==> config.mk <==
export PLATFORM = sky130hd
export DESIGN_NAME = axi4_lite_req_bridge
export DESIGN_NICKNAME = d
export VERILOG_FILES = /design/src/rtl/axi4_lite_pkg.sv /design/src/rtl/axi_req_fifo.sv /design/src/rtl/axi4_lite_req_bridge.sv
export SDC_FILE = /design/constraint.sdc
export NUM_CORES = 1
export LEC_CHECK = 0
export ABC_CLOCK_PERIOD_IN_PS = 4000
export CORE_AREA = 2 2 217 219
export DETAILED_ROUTE_END_ITERATION = 6
export DIE_AREA = 0 0 219 221
export PLACE_DENSITY_LB_ADDON = 0.25
export SYNTH_ARGS = -nofsm -noshare
export SYNTH_HDL_FRONTEND = slang
export SYNTH_SLANG_ARGS = --single-unit
==> constraint.sdc <==
create_clock -name clk -period 4 [get_ports clk]
set_input_delay 0.6 -clock clk [delete_from_list [all_inputs] [get_ports clk]]
set_output_delay 0.6 -clock clk [all_outputs]
set_load 0.1 [all_outputs]
==> src/rtl/axi4_lite_pkg.sv <==
// ---------------------------------------------------------------------------
// axi4_lite_pkg - shared types for the LLC to AXI4-lite request bridge, rev 1.0
// ---------------------------------------------------------------------------
`default_nettype none

package axi4_lite_pkg;

  localparam logic [1:0] OKAY   = 2'b00;
  localparam logic [1:0] EXOKAY = 2'b01;
  localparam logic [1:0] SLVERR = 2'b10;
  localparam logic [1:0] DECERR = 2'b11;

  typedef enum logic [2:0] {
    ST_IDLE     = 3'd0,
    ST_WR_REQ   = 3'd1,
    ST_WR_RESP  = 3'd2,
    ST_RD_REQ   = 3'd3,
    ST_RD_RESP  = 3'd4,
    ST_RSP_OUT  = 3'd5
  } bridge_state_t;

  // Request entry at the default bus widths; the bridge derives its own
  // parametrised copy with the same field order.
  typedef struct packed {
    logic        write;
    logic [31:0] addr;
    logic [63:0] wdata;
    logic [7:0]  wstrb;
  } axi_req_t;

  // SLVERR and DECERR both carry bit 1 set.
  function automatic logic resp_is_err(input logic [1:0] resp);
    return resp[1];
  endfunction

endpackage

`default_nettype wire

==> src/rtl/axi_req_fifo.sv <==
// ---------------------------------------------------------------------------
// axi_req_fifo - in-order synchronous request FIFO with occupancy, rev 1.0
// ---------------------------------------------------------------------------
`default_nettype none

module axi_req_fifo
  import axi4_lite_pkg::*;
#(
  parameter type         T     = axi_req_t,
  parameter int unsigned DEPTH = 4
) (
  input  logic                     clk,
  input  logic                     rst_n,
  input  logic                     i_push,
  input  T                         i_data,
  input  logic                     i_pop,
  output T                         o_data,
  output logic                     o_empty,
  output logic                     o_full,
  output logic [$clog2(DEPTH):0]   o_count
);

  localparam int unsigned PTR_W = $clog2(DEPTH);
  localparam int unsigned CNT_W = PTR_W + 1;
  localparam logic [CNT_W-1:0] FULL_CNT = CNT_W'(DEPTH);

  T                 r_mem [DEPTH];
  logic [PTR_W-1:0] r_wr_ptr;
  logic [PTR_W-1:0] r_rd_ptr;
  logic [CNT_W-1:0] r_count;
  logic             w_push;
  logic             w_pop;

  assign o_empty = (r_count == '0);
  assign o_full  = (r_count == FULL_CNT);
  assign o_count = r_count;
  assign o_data  = r_mem[r_rd_ptr];

  assign w_push = i_push && !o_full;
  assign w_pop  = i_pop && !o_empty;

  // DEPTH is a power of two, so pointer overflow is the modulo wrap.
  always_ff @(posedge clk or negedge rst_n) begin
    if (!rst_n) begin
      r_wr_ptr <= '0;
      r_rd_ptr <= '0;
      r_count  <= '0;
    end else begin
      if (w_push) begin
        r_wr_ptr <= r_wr_ptr + PTR_W'(1);
      end
      if (w_pop) begin
        r_rd_ptr <= r_rd_ptr + PTR_W'(1);
      end
      case ({w_push, w_pop})
        2'b10:   r_count <= r_count + CNT_W'(1);
        2'b01:   r_count <= r_count - CNT_W'(1);
        default: r_count <= r_count;
      endcase
    end
  end

  always_ff @(posedge clk) begin
    if (w_push) begin
      r_mem[r_wr_ptr] <= i_data;
    end
  end

endmodule

`default_nettype wire

==> src/rtl/axi4_lite_req_bridge.sv <==
// ---------------------------------------------------------------------------
// axi4_lite_req_bridge - LLC requests to single-outstanding AXI4-lite master, rev 1.0
// ---------------------------------------------------------------------------
`default_nettype none

module axi4_lite_req_bridge
  import axi4_lite_pkg::*;
#(
  parameter int unsigned DATA_WIDTH = 64,
  parameter int unsigned ADDR_WIDTH = 32,
  parameter int unsigned REQ_DEPTH  = 4,
  parameter int unsigned ERR_CNT_W  = 8
) (
  input  logic                          clk,
  input  logic                          rst_n,
  input  logic                          req_valid,
  output logic                          req_ready,
  input  logic                          req_write,
  input  logic [ADDR_WIDTH-1:0]         req_addr,
  input  logic [DATA_WIDTH-1:0]         req_wdata,
  input  logic [DATA_WIDTH/8-1:0]       req_wstrb,
  output logic                          resp_valid,
  input  logic                          resp_ready,
  output logic                          resp_write,
  output logic [DATA_WIDTH-1:0]         resp_rdata,
  output logic                          resp_err,
  output logic [$clog2(REQ_DEPTH):0]    req_count,
  output logic [ERR_CNT_W-1:0]          err_count,
  output logic                          busy,
  output logic [ADDR_WIDTH-1:0]         AWADDR,
  output logic                          AWVALID,
  input  logic                          AWREADY,
  output logic [DATA_WIDTH-1:0]         WDATA,
  output logic [DATA_WIDTH/8-1:0]       WSTRB,
  output logic                          WVALID,
  input  logic                          WREADY,
  input  logic [1:0]                    BRESP,
  input  logic                          BVALID,
  output logic                          BREADY,
  output logic [ADDR_WIDTH-1:0]         ARADDR,
  output logic                          ARVALID,
  input  logic                          ARREADY,
  input  logic [DATA_WIDTH-1:0]         RDATA,
  input  logic [1:0]                    RRESP,
  input  logic                          RVALID,
  output logic                          RREADY
);

  localparam int unsigned STRB_W = DATA_WIDTH / 8;

  typedef struct packed {
    logic                  write;
    logic [ADDR_WIDTH-1:0] addr;
    logic [DATA_WIDTH-1:0] wdata;
    logic [STRB_W-1:0]     wstrb;
  } req_t;

  req_t                  w_push_data;
  req_t                  w_head;
  logic                  w_fifo_empty;
  logic                  w_fifo_full;
  logic                  w_push;
  logic                  w_pop;
  logic                  w_aw_done;
  logic                  w_w_done;
  logic                  w_cap_err;

  bridge_state_t         r_state;
  logic                  r_awvalid;
  logic                  r_wvalid;
  logic                  r_arvalid;
  logic                  r_bready;
  logic                  r_rready;
  logic [ADDR_WIDTH-1:0] r_awaddr;
  logic [DATA_WIDTH-1:0] r_wdata;
  logic [STRB_W-1:0]     r_wstrb;
  logic [ADDR_WIDTH-1:0] r_araddr;
  logic                  r_resp_valid;
  logic                  r_resp_write;
  logic [DATA_WIDTH-1:0] r_resp_rdata;
  logic                  r_resp_err;
  logic [ERR_CNT_W-1:0]  r_err_count;

  assign w_push_data = '{write: req_write, addr: req_addr, wdata: req_wdata, wstrb: req_wstrb};

  // Ready is forced low while reset is held, independent of occupancy.
  assign req_ready = rst_n && !w_fifo_full;
  assign w_push    = req_valid && req_ready;
  assign w_pop     = (r_state == ST_IDLE) && !w_fifo_empty;

  axi_req_fifo #(
    .T     (req_t),
    .DEPTH (REQ_DEPTH)
  ) u_req_fifo (
    .clk     (clk),
    .rst_n   (rst_n),
    .i_push  (w_push),
    .i_data  (w_push_data),
    .i_pop   (w_pop),
    .o_data  (w_head),
    .o_empty (w_fifo_empty),
    .o_full  (w_fifo_full),
    .o_count (req_count)
  );

  // A channel is done once its valid has dropped or is being accepted now.
  assign w_aw_done = !r_awvalid || AWREADY;
  assign w_w_done  = !r_wvalid  || WREADY;

  assign w_cap_err = ((r_state == ST_WR_RESP) && BVALID && resp_is_err(BRESP)) ||
                     ((r_state == ST_RD_RESP) && RVALID && resp_is_err(RRESP));

  always_ff @(posedge clk or negedge rst_n) begin
    if (!rst_n) begin
      r_state      <= ST_IDLE;
      r_awvalid    <= 1'b0;
      r_wvalid     <= 1'b0;
      r_arvalid    <= 1'b0;
      r_bready     <= 1'b0;
      r_rready     <= 1'b0;
      r_awaddr     <= '0;
      r_wdata      <= '0;
      r_wstrb      <= '0;
      r_araddr     <= '0;
      r_resp_valid <= 1'b0;
      r_resp_write <= 1'b0;
      r_resp_rdata <= '0;
      r_resp_err   <= 1'b0;
    end else begin
      case (r_state)
        ST_IDLE: begin
          if (w_pop) begin
            if (w_head.write) begin
              r_awaddr  <= w_head.addr;
              r_wdata   <= w_head.wdata;
              r_wstrb   <= w_head.wstrb;
              r_awvalid <= 1'b1;
              r_wvalid  <= 1'b1;
              r_state   <= ST_WR_REQ;
            end else begin
              r_araddr  <= w_head.addr;
              r_arvalid <= 1'b1;
              r_state   <= ST_RD_REQ;
            end
          end
        end

        ST_WR_REQ: begin
          if (r_awvalid && AWREADY) begin
            r_awvalid <= 1'b0;
          end
          if (r_wvalid && WREADY) begin
            r_wvalid <= 1'b0;
          end
          if (w_aw_done && w_w_done) begin
            r_bready <= 1'b1;
            r_state  <= ST_WR_RESP;
          end
        end

        ST_WR_RESP: begin
          if (BVALID) begin
            r_bready     <= 1'b0;
            r_resp_valid <= 1'b1;
            r_resp_write <= 1'b1;
            r_resp_rdata <= '0;
            r_resp_err   <= resp_is_err(BRESP);
            r_state      <= ST_RSP_OUT;
          end
        end

        ST_RD_REQ: begin
          if (ARREADY) begin
            r_arvalid <= 1'b0;
            r_rready  <= 1'b1;
            r_state   <= ST_RD_RESP;
          end
        end

        ST_RD_RESP: begin
          if (RVALID) begin
            r_rready     <= 1'b0;
            r_resp_valid <= 1'b1;
            r_resp_write <= 1'b0;
            r_resp_rdata <= RDATA;
            r_resp_err   <= resp_is_err(RRESP);
            r_state      <= ST_RSP_OUT;
          end
        end

        ST_RSP_OUT: begin
          if (resp_ready) begin
            r_resp_valid <= 1'b0;
            r_state      <= ST_IDLE;
          end
        end

        default: begin
          r_state <= ST_IDLE;
        end
      endcase
    end
  end

  always_ff @(posedge clk or negedge rst_n) begin
    if (!rst_n) begin
      r_err_count <= '0;
    end else if (w_cap_err && (r_err_count != '1)) begin
      r_err_count <= r_err_count + ERR_CNT_W'(1);
    end
  end

  assign AWADDR     = r_awaddr;
  assign AWVALID    = r_awvalid;
  assign WDATA      = r_wdata;
  assign WSTRB      = r_wstrb;
  assign WVALID     = r_wvalid;
  assign BREADY     = r_bready;
  assign ARADDR     = r_araddr;
  assign ARVALID    = r_arvalid;
  assign RREADY     = r_rready;
  assign resp_valid = r_resp_valid;
  assign resp_write = r_resp_write;
  assign resp_rdata = r_resp_rdata;
  assign resp_err   = r_resp_err;
  assign err_count  = r_err_count;
  assign busy       = (r_state != ST_IDLE) || (req_count != '0);

endmodule

`default_nettype wire
==> flow_summary.toml <==
[run_status]
outcome = "complete, no violations"

[placement]
io_buffers = 400
dp_slack_ns = 1.06
place_congestion = 0.847
dp_cells = 2211
dp_hpwl_microns = 32900

[floorplan]
num_rows = 79
die_area_sq_um = 48400
initial_core_util = 0.524
coreArea_sq_um = 46100
die_w_microns = 219
design.portCount = 403
die_y_microns = 221

[cts]
clkTransAtPathRegs_ns = 0.06
cts_resized = 0
htreeDepth = 3
clock-sinks = 646
cts-root-buf = "clkbuf_16"
clock_latency_ns = 0.59
tritoncts = "done"
cts_buffer_depth = 3
cts-buffers-inserted = 67

[synth]
ys.flop_type = "edfxtp_1"
post_synth_num_cell_types = 39
avgSynthCellArea_sq_um = 19.4
ys_warn_count = 0
ys_async_sr_fraction = 0.350
syn-num-nets = 1434
syn_area_sq_um = 24100
synth_enable_flop_cells = 420
yosys_register_bits = 646
yosysSeqAreaShare = 0.757
syn_inst = 1245

[worst_setup_path]
cp-end-kind = "output port"
critPathMaxFanout = 18
reg2reg_to = "WDATA[11]"
crit_path_start_kind = "flip-flop"
r2r_cells = 4
cp.required_ns = 3.40
worstReg2RegStart = "r_state[0]"
critical_path_class = "flip-flop to output port"
regToRegSetupSlack_ns = 1.08
arrival_ns = 2.72

[sta]
finalCritPeriodShare = 0.829
tns_ns = 0
layout_min_cycle_time_ns = 3.32
report.final.slew_viol_count = 0
max_freq_ghz = 0.301
finalHoldViolCount = 0
finalSetupViolCount = 0
clock_skew_ns = 0.0243
fin_ws_ns = 0.683
rsz0062_at_grt = "no"
maxSlewHeadroom = 0.254
worstMarginPinSlew_ns = 1.12

[grt]
grt-ovfl-total = 0
grt_pass1_vias = 13300
grt_max_degree = 150
grt_use_total = 0.220
grt_pass1_wl_microns = 79100
antenna_found_initial = 11

[hold_path]
hold_class = "primary input to asynchronous set/reset pin"

[cells_and_area]
drive_gt1_frac = 0.214
area_growth_pct = 28.6
layout_commonest_cell = "edfxtp_1"
seq_area_sq_um = 18300
fillerInstances = 3062
multi_input_area_sq_um = 5570
nets = 1863
final_cell_mix = "edfxtp_1, clkdlybuf4s50_1, dfrtp_1"
fin_cells = 2341

[route]
finalWirelength_microns = 52900
drtAntennaViolNets = 0
drc = 0
vias = 12700
viasPerCell = 5.43
wl_per_cell_microns = 22.6
drt-initial-drc-count = 715
drtPass1Iterations = 5

[job]
drv_cap = 0
[what timing repair did]
item,CTS,global route
setup buffers,0,0
hold endpoints to repair,34,0
endpoints found under the setup margin,0,0
hold buffers,1,0
[cells in the mapped netlist, drive strengths merged, types with 4 or more instances]
cell	n	area, sq um
nor2	10	37.5
clkbuf	35	131
mux2	140	1720
nand2b	4	25.0
buf	30	189
nand2	135	507
inv	7	26.3
nor2b	7	43.8
mux4	105	2360
dfrtp	226	5660
o21ai	67	335
a21oi	5	25.0
xor2	8	70.1
ha	6	75.1
edfxtp	420	12600
and3	4	25.0
nand3	4	20.0
[flip-flops by register name (all words and copies together) (netlist names)]
| name | cells |
|---|---|
| ARADDR | 32 |
| resp_rdata | 64 |
| resp_write | 1 |
| r_state | 3 |
| AWADDR | 32 |
| u_req_fifo.r_wr_ptr | 2 |
| u_req_fifo.o_count | 3 |
| WVALID | 1 |
| WSTRB | 8 |
| RREADY | 1 |
| u_req_fifo.r_rd_ptr | 2 |
| u_req_fifo.r_mem | 420 |
| resp_err | 1 |
| BREADY | 1 |
| ARVALID | 1 |
| AWVALID | 1 |
| WDATA | 64 |
| err_count | 8 |
| resp_valid | 1 |
[worst max-delay path: stages (launching register included)]
cell and delay, ns:
dfrtp_1 0.73, nand3b_1 0.23, clkdlybuf4s50_1 1.18
[worst max-delay path by stage]
| stage | to | slack [ns] | start | cells past startpoint |
|---|---|---|---|---|
| floorplan | u_req_fifo.r_mem[0][0] | -0.23 | u_req_fifo.o_count[1] | 3 |
| global placement | WDATA[2] | 1.12 | r_state[0] | 4 |
| detailed placement | WDATA[8] | 1.06 | r_state[0] | 4 |
| CTS | busy | 0.64 | r_state[0] | 2 |
| global route | busy | 0.56 | r_state[0] | 2 |
| finish | busy | 0.68 | r_state[0] | 2 |
[final cells by class]
cell class / instances / area share
repair buffers: 425 / 0.139
clock buffers: 104 / 0.0619
diodes: 8 / 0.000645
inverters: 7 / 0.000847
flip-flops and latches: 646 / 0.589
clock inverters: 17 / 0.00464
well taps: 607 / 0.0245
multi-input cells: 527 / 0.179
[logic make-up after synthesis]
group                      after synthesis  share of synthesized area
DFF                                    646                      0.757
muxes                                  247                      0.170
and+or+nand+nor                        179                     0.0318
AOI/OAI and AO/OA                       83                     0.0187
buffers and inverters                   72                     0.0144
xor gates and xnor gates                11                    0.00399
adders and majority gates                7                    0.00394
[routing by layer]
layer | vias up | global-route usage | wire length [microns]
met5 | - | 0 | 68
met4 | 10 | 0.0806 | 1400
met3 | 80 | 0.0740 | 4700
met2 | 391 | 0.356 | 26000
met1 | 6562 | 0.276 | 20700
li1 | 5673 | - | -
[through the flow]
| stage | area, sq um | utilization | hold slack (ns) |
|---|---|---|---|
| after floorplan | 24100 | - | 0.304 |
| after global placement | 28900 | 0.628 | 0.464 |
| after detailed placement | 28900 | 0.628 | 0.470 |
| after CTS | 31000 | 0.673 | 0.482 |
| after global routing | 31000 | 0.673 | 0.492 |
| final | 31000 | 0.673 | 0.478 |
Power is not shown: default switching activity piles up to over one toggle a cycle in this logic, so the estimate is an artifact.
